[config.mk]
export PLATFORM = sky130hd
export DESIGN_NAME = mux_arbiter_flat
export DESIGN_NICKNAME = d
export VERILOG_FILES = /design/src/rtl/mux_arbiter_if.sv /design/src/rtl/mux_arbiter.sv /design/src/flat_wrapper.sv
export SDC_FILE = /design/constraint.sdc
export NUM_CORES = 1
export LEC_CHECK = 0
export CORE_AREA = 2 2 87 89
export DETAILED_ROUTE_END_ITERATION = 10
export DIE_AREA = 0 0 89 91
export GPL_TIMING_DRIVEN = 1
export PLACE_DENSITY = 0.8
export SETUP_SLACK_MARGIN = 0.02
export SLEW_MARGIN = 0
export SYNTH_ARGS = -nofsm -noshare
export SYNTH_HDL_FRONTEND = slang
export SYNTH_SLANG_ARGS = --single-unit
[constraint.sdc]
create_clock -name Clk -period 2.8 [get_ports Clk]
set_clock_uncertainty 0.05 [all_clocks]
set_input_delay 0.56 -clock Clk [delete_from_list [all_inputs] [get_ports Clk]]
set_output_delay 0.56 -clock Clk [all_outputs]
set_load 0.01 [all_outputs]
[src/rtl/mux_arbiter_if.sv]
// Bus bundle between upstream channels, the arbiter and the downstream consumer.
interface mux_arbiter_if #(
  parameter int unsigned WIDTH = 32,
  parameter int unsigned NCH   = 4
);
  localparam int unsigned SELW = (NCH <= 2) ? 1 : $clog2(NCH);

  logic [NCH*WIDTH-1:0] in_data;
  logic [NCH-1:0]       in_valid;
  logic [NCH-1:0]       in_ready;
  logic [SELW-1:0]      sel;
  logic                 mode;
  logic [WIDTH-1:0]     out_data;
  logic [SELW-1:0]      out_chan;
  logic                 out_valid;
  logic                 out_ready;

  // Environment side: offers channel words, picks mode/sel, consumes output.
  modport master (
    output in_data, in_valid, sel, mode, out_ready,
    input  in_ready, out_data, out_chan, out_valid
  );

  // Arbiter side.
  modport slave (
    input  in_data, in_valid, sel, mode, out_ready,
    output in_ready, out_data, out_chan, out_valid
  );
endinterface

[src/rtl/mux_arbiter.sv]
// N-channel valid/ready multiplexer with forced-select and round-robin modes
// feeding a single registered output stage.
module mux_arbiter #(
  parameter int unsigned WIDTH = 32,
  parameter int unsigned NCH   = 4
) (
  input logic          Clk,
  input logic          Rst,
  mux_arbiter_if.slave bus
);

  localparam int unsigned SELW = (NCH <= 2) ? 1 : $clog2(NCH);

  logic [WIDTH-1:0] out_data_q, out_data_d;
  logic [SELW-1:0]  out_chan_q, out_chan_d;
  logic             out_valid_q, out_valid_d;
  logic [SELW-1:0]  rr_ptr_q, rr_ptr_d;

  logic             grant_vld;
  logic [SELW-1:0]  grant_idx;
  logic             load_en;
  logic             xfer_in;
  int unsigned      idx;

  // Grant selection: forced channel in mode 0, rotating priority from rr_ptr in mode 1.
  always_comb begin
    grant_vld = 1'b0;
    grant_idx = '0;
    idx       = 0;
    if (bus.mode) begin
      for (int unsigned k = 0; k < NCH; k++) begin
        idx = 32'(rr_ptr_q) + k;
        if (idx >= NCH) idx = idx - NCH;
        if (!grant_vld && bus.in_valid[SELW'(idx)]) begin
          grant_vld = 1'b1;
          grant_idx = SELW'(idx);
        end
      end
    end else if (32'(bus.sel) < NCH) begin
      grant_vld = bus.in_valid[bus.sel];
      grant_idx = bus.sel;
    end
  end

  // Output register may load when empty or being drained this cycle; reset blocks acceptance.
  always_comb begin
    load_en      = !out_valid_q || bus.out_ready;
    xfer_in      = grant_vld && load_en && !Rst;
    bus.in_ready = xfer_in ? (NCH'(1) << grant_idx) : '0;
  end

  // Next-state for the output stage and the round-robin pointer.
  always_comb begin
    out_data_d  = out_data_q;
    out_chan_d  = out_chan_q;
    out_valid_d = out_valid_q;
    rr_ptr_d    = rr_ptr_q;
    if (xfer_in) begin
      out_data_d  = bus.in_data[grant_idx*WIDTH +: WIDTH];
      out_chan_d  = grant_idx;
      out_valid_d = 1'b1;
      if (bus.mode) begin
        rr_ptr_d = (grant_idx == SELW'(NCH - 1)) ? '0 : grant_idx + SELW'(1);
      end
    end else if (out_valid_q && bus.out_ready) begin
      out_valid_d = 1'b0;
    end
  end

  // State registers with synchronous reset that discards any held word.
  always_ff @(posedge Clk) begin
    if (Rst) begin
      out_data_q  <= '0;
      out_chan_q  <= '0;
      out_valid_q <= 1'b0;
      rr_ptr_q    <= '0;
    end else begin
      out_data_q  <= out_data_d;
      out_chan_q  <= out_chan_d;
      out_valid_q <= out_valid_d;
      rr_ptr_q    <= rr_ptr_d;
    end
  end

  // Outputs come straight from the registers.
  assign bus.out_data  = out_data_q;
  assign bus.out_chan  = out_chan_q;
  assign bus.out_valid = out_valid_q;

endmodule
[src/flat_wrapper.sv]
// flat-port wrapper written by rule: the top's interface ports become plain ports
module mux_arbiter_flat 
#(
  parameter int unsigned WIDTH = 32,
  parameter int unsigned NCH   = 4
)
  (Clk, Rst, bus_in_data, bus_in_valid, bus_sel, bus_mode, bus_out_ready, bus_in_ready, bus_out_data, bus_out_chan, bus_out_valid);
  mux_arbiter_if #(.WIDTH(WIDTH), .NCH(NCH)) bus_i ();
  input logic Clk;
  input logic Rst;
  input wire logic [$bits(bus_i.in_data)-1:0] bus_in_data;
  input wire logic [$bits(bus_i.in_valid)-1:0] bus_in_valid;
  input wire logic [$bits(bus_i.sel)-1:0] bus_sel;
  input wire logic [$bits(bus_i.mode)-1:0] bus_mode;
  input wire logic [$bits(bus_i.out_ready)-1:0] bus_out_ready;
  output wire logic [$bits(bus_i.in_ready)-1:0] bus_in_ready;
  output wire logic [$bits(bus_i.out_data)-1:0] bus_out_data;
  output wire logic [$bits(bus_i.out_chan)-1:0] bus_out_chan;
  output wire logic [$bits(bus_i.out_valid)-1:0] bus_out_valid;
  assign bus_i.in_data = bus_in_data;
  assign bus_i.in_valid = bus_in_valid;
  assign bus_i.sel = bus_sel;
  assign bus_i.mode = bus_mode;
  assign bus_i.out_ready = bus_out_ready;
  assign bus_in_ready = bus_i.in_ready;
  assign bus_out_data = bus_i.out_data;
  assign bus_out_chan = bus_i.out_chan;
  assign bus_out_valid = bus_i.out_valid;
  mux_arbiter #(.WIDTH(WIDTH), .NCH(NCH)) u_core (.Clk(Clk), .Rst(Rst), .bus(bus_i));
endmodule
# Word level (Yosys, flattened, before mapping)
# Index checks and enable logic that the tools add are counted.
# totals
ff_bits,37
latchBits,0
mem_bits_rw,0
romBits,0
wordCells,73
mem_count,0
# classes
n_addsub,8
mul,0
n_div,0
magnitude_cmp,9
n_eq_ne,1
n_shift,2
mux,35
bitwise,0
reduce_logical,14
# ops
cell,count
indexed part select 128 x 8 -> 32 bit,1
2-to-1 mux 2 bit,14
< comparator 2 x 3 -> 1 bit (second input constant),5
2-to-1 mux 1 bit,15
binary-select mux 1 bit (select 2 bit),5
greater-or-equal comparator 3 bit (second input constant),3
subtractor 2 x 1 -> 2 bit (second input constant),4
adder 2 x 2 -> 3 bit (second input constant),2
logical AND 1 bit,6
logical NOT 1 bit,5
2-to-1 mux 4 bit,1
left shift 1 x 2 -> 4 bit (first input constant),1
adder 2 x 1 -> 3 bit (second input constant),1
greater-or-equal comparator 2 x 3 -> 1 bit (second input constant),1
adder 2 x 1 -> 2 bit (second input constant),1
equality test 2 bit (second input constant),1
AND reduction 2 bit,1
nonzero test 2 bit,1
logical OR 1 bit,1

# Longest topological paths before layout
# depth
word_depth,22
depth_mapped,9
depth_no_buf,8

# Worst setup path after synthesis
# No wires, ideal clock.
# synth_path
path_kind,input -> output
startpoint,input port bus_sel[0]
endpoint,output port bus_in_ready[0]
t_arrival_ps,1848
required_ps,2190
path_slack_ps,342
cell_stages,6
path_cell_list,mux4_2 > nand2b_1 > a211oi_4 > nand2_1 > buf_2 > nor2_1
# synth_via
elab_chain_len,6
elab_cells_between_ends,8
cone_classes,shift (1); mux (5); reduce/logical (2)
# synth_rtl
element,line_no,source
start: declaration,flat_wrapper.sv:13,input wire logic [$bits(bus_i.sel)-1:0] bus_sel;
binary-select mux 1 bit (select 2 bit),mux_arbiter.sv:40,grant_vld = bus.in_valid[bus.sel];
2-to-1 mux 1 bit (implied by the code),mux_arbiter.sv:40,
2-to-1 mux 1 bit,mux_arbiter.sv:30,if (bus.mode) begin
logical AND 1 bit (2 in series),mux_arbiter.sv:48,xfer_in = grant_vld && load_en && !Rst;
2-to-1 mux 4 bit *,mux_arbiter.sv:49,bus.in_ready = xfer_in ? (NCH'(1) << grant_idx) : '0;
end: declaration,flat_wrapper.sv:16,output wire logic [$bits(bus_i.in_ready)-1:0] bus_in_ready;
# Mark *: on every way between the ends. The rest lies on a longest branch, timed or not. The select of a mux whose other input is x is not followed.

# Final worst setup path
# layout_path
startpoint,input port bus_in_valid[2]
endpoint,output port bus_in_ready[3]
# layout_via
elab_chain_len,19
elab_cells_between_ends,33
cone_classes,shift (1); mux (24); reduce/logical (8)
# layout_rtl
element,line_no,source
start: declaration,flat_wrapper.sv:12,input wire logic [$bits(bus_i.in_valid)-1:0] bus_in_valid;
binary-select mux 1 bit (select 2 bit),mux_arbiter.sv:34,if (!grant_vld && bus.in_valid[SELW'(idx)]) begin
2-to-1 mux 1 bit (implied by the code),mux_arbiter.sv:34,
2-to-1 mux 1 bit,mux_arbiter.sv:34,
2-to-1 mux 1 bit,mux_arbiter.sv:30,
logical NOT 1 bit,mux_arbiter.sv:34,
logical AND 1 bit,mux_arbiter.sv:34,
2-to-1 mux 1 bit,mux_arbiter.sv:34,
2-to-1 mux 1 bit,mux_arbiter.sv:30,
[... 2 more ...],-,
2-to-1 mux 1 bit,mux_arbiter.sv:34,
2-to-1 mux 1 bit,mux_arbiter.sv:30,
logical NOT 1 bit,mux_arbiter.sv:34,
logical AND 1 bit,mux_arbiter.sv:34,
2-to-1 mux 1 bit,mux_arbiter.sv:34,
2-to-1 mux 1 bit,mux_arbiter.sv:30,
logical AND 1 bit (2 in series),mux_arbiter.sv:48,
2-to-1 mux 4 bit *,mux_arbiter.sv:49,
# Marks and branches as above.

==> out/qor.csv <==
metric,value,unit
pin count of the biggest net entering global routing,65,
DP Worst Slack,-0.543,ns
Max-Cap Viols,0,
top post-synthesis cells by area,"dfxtp_1 30%, mux2i_1 13%, o211ai_1 10%",
crit path launch type,input port,
met2 WL,4460,µm
post-synthesis net count,437,
H-Tree Depth,2,
Layout area overhead,83.7,%
via/cell ratio,5.04,
post-DP HPWL,6580,µm
Hold Buf Count CTS,0,
Cell Pwr Density,403,nW/µm²
I/O pins,177,
slack of the critical path,0.0778,ns
met1 wire length,3230,µm
Post-layout nets,613,
clock buffer depth,2,
Max Used Layer,met4,
Inserted Diodes,0,
Final min period,2.72,ns
Final Cycle Share,97.2,%
1st-iter DRT viols,70,
Final Max Tran Viols,0,
die height,91,µm
DIE AREA,8100,µm²
share of cells above drive strength 1,9.89,%
GP Congestion,0.857,
first-pass GRT wire length,13100,µm
Hold Crit Class,flip-flop to flip-flop,
Sinks on Clock Net,37,
Synth Flop Type,dfxtp_1,
Setup Viol. Count Final,0,
syn_area_per_cell,8.21,µm²
max_slew headroom,66.7,%
router iterations before antenna repair,4,
GRT Overall Usage,20.6,%
"EDFF count, synth",0,
grt ovf,0,
number of routed nets with antenna violations,0,
crit path kind,input port to primary output,
DR WL met3,741,µm
crit path DAT,2.11,ns
vias in the first global route,2843,
buffers added on ports,176,
most frequent cell on the critical path,buf_4,
Pleak,1.85,nW
Synth top cells by count,"37 x dfxtp_1, 37 x nand2_1, 33 x o211ai_1",
Synth Warn #,0,
Worst VDD drop,176,µV
status,"finished, final reports clean",
DRC,0,
Die Width,89,µm
CTS tree,done,
Post-Syn Instances,298,
Critical Path RT,2.19,ns
mapped cell area,2450,µm²
RSZ-0062 raised after global routing,true,
crit end category,primary output,
Max Clock Freq,0.367,GHz
CP Cell Sequence,dlygate4sd2_1 > mux4_2 > nand2b_4 > a211oi_4 > buf_4 > buf_4 > and2_1 > buf_2,
placed cell areas,4370,µm²
TritonCTS buffer count,5,
Routed WL,8630,µm
Yosys cell types,33,
clk_lat worst skew,0.28,ns
post-route cell area,4500,µm²
starting density of the core,34.3,%
CP max stage cell,mux4_2,
clk slew on worst S/H paths,0.07,ns
Synth top area share,30.3,%
antenna violations before repair,0,
CTS root buf,clkbuf_8,
top cell type by total area after synthesis,dfxtp_1,
row count,31,
Crit Path Max Fanout,5,
Synth Register Bits,37,
vias post-DR,2893,
Final Hold Viols,0,
WL/cell,15.0,µm
Tightest Pin Transition,0.499,ns
CP max stage delay,0.52,ns
Async SR Flop Fraction,0,%
fraction of the yosys area taken by sequential cells,30.3,%
core area,7140,µm²
## cell type report
class	instances	area, µm²
inverter	7	26.3
multi-input combinational	227	1600
timing repair buffer	196	1890
sequential	37	741
fill	650	2640
tap	99	124
clock inverter	1	30.0
clock buffer	7	86.3
## critical path, delay by kind of cell
| kind | cells | cell delay, ns |
|---|---|---|
| AO/OA/AOI/OAI | 1 | 0.07 |
| buffers and inverters | 4 | 0.72 |
| multiplexers | 1 | 0.52 |
| AND/OR/NAND/NOR | 2 | 0.24 |
## registers in the layout, indices dropped and copies added, names as in the netlist
signal and flops:
u_core.rr_ptr_q 2, u_core.bus.out_data 32, u_core.bus.out_valid 1, u_core.bus.out_chan 2
## metrics by stage
| step | hold slack, ns | cells | util (%) | TNS (ns) | total power [mW] |
|---|---|---|---|---|---|
| floorplan | 0.402 | 298 | - | 0 | 0.929 |
| global placement | 0.382 | 565 | 61.2 | -1.85 | 1.33 |
| detailed placement | 0.396 | 565 | 61.2 | -1.99 | 1.34 |
| CTS | 0.414 | 574 | 63.0 | 0 | 1.83 |
| global route | 0.421 | 574 | 63.0 | 0 | 1.91 |
| finish | 0.406 | 574 | 63.0 | 0 | 1.81 |
## per-layer routing
metal | vias up | global-route usage, %
met2 | 127 | 37.9
li1 | 1439 | -
met4 | 0 | 8.33
met3 | 16 | 6.09
met5 | - | 0
met1 | 1311 | 21.1
## power breakdown
group          total, mW  internal (mW)  switching (mW)
Sequential         0.634          0.599          0.0357
Clock              0.480          0.291           0.190
Combinational      0.697          0.425           0.272
Total               1.81           1.31           0.497
## kinds of logic after synthesis
family                   after synthesis  share of synthesized area [%]
AO/OA/AOI/OAI                        110                           31.7
AND/OR/NAND/NOR                       83                           17.1
flip-flops                            37                           30.3
buffers and inverters                 34                           6.39
multiplexers                          33                           14.0
adder cells (fa/ha/maj)                1                          0.511
## final timing paths
path | from | to | slack, ns | cells after the start
max reg2reg | u_core.rr_ptr_q[0]$_SDFFE_PP0P_ | u_core.bus.out_data[26]$_SDFFE_PP0P_ | 0.76 | 7
max | bus_in_valid[2] | bus_in_ready[3] | 0.08 | 8
min | u_core.bus.out_chan[1]$_SDFFE_PP0P_ | u_core.bus.out_chan[1]$_SDFFE_PP0P_ | 0.41 | 1
min reg2reg | u_core.bus.out_chan[1]$_SDFFE_PP0P_ | u_core.bus.out_chan[1]$_SDFFE_PP0P_ | 0.41 | 1
## cell usage in the layout (no fill, tap or decap), types with 2 or more instances in the layout
| cell | Yosys | routed |
|---|---|---|
| a21boi_0 | 32 | 32 |
| a21o_1 | 2 | 2 |
| a21oi_1 | 3 | 3 |
| and2_1 | 3 | 2 |
| and3_1 | 32 | 32 |
| buf_4 | 4 | 20 |
| clkbuf_2 | 1 | 3 |
| clkbuf_8 | 0 | 6 |
| clkdlybuf4s50_1 | 0 | 165 |
| dfxtp_1 | 37 | 37 |
| dlygate4sd2_1 | 0 | 5 |
| inv_1 | 5 | 4 |
| inv_2 | 2 | 3 |
| mux2i_1 | 32 | 32 |
| nand2_1 | 37 | 36 |
| nor2_2 | 1 | 3 |
| nor2b_1 | 2 | 2 |
| o211ai_1 | 33 | 33 |
| o21ai_0 | 25 | 25 |
| o21ai_1 | 7 | 7 |
## timing repair
item,4_1_cts,5_1_grt
endpoints found under the setup margin,4,4
gates resized for setup,20,9
pin swaps,3,2
buffers inserted,1,0
Note: power is estimated with default switching activity, not from simulation.
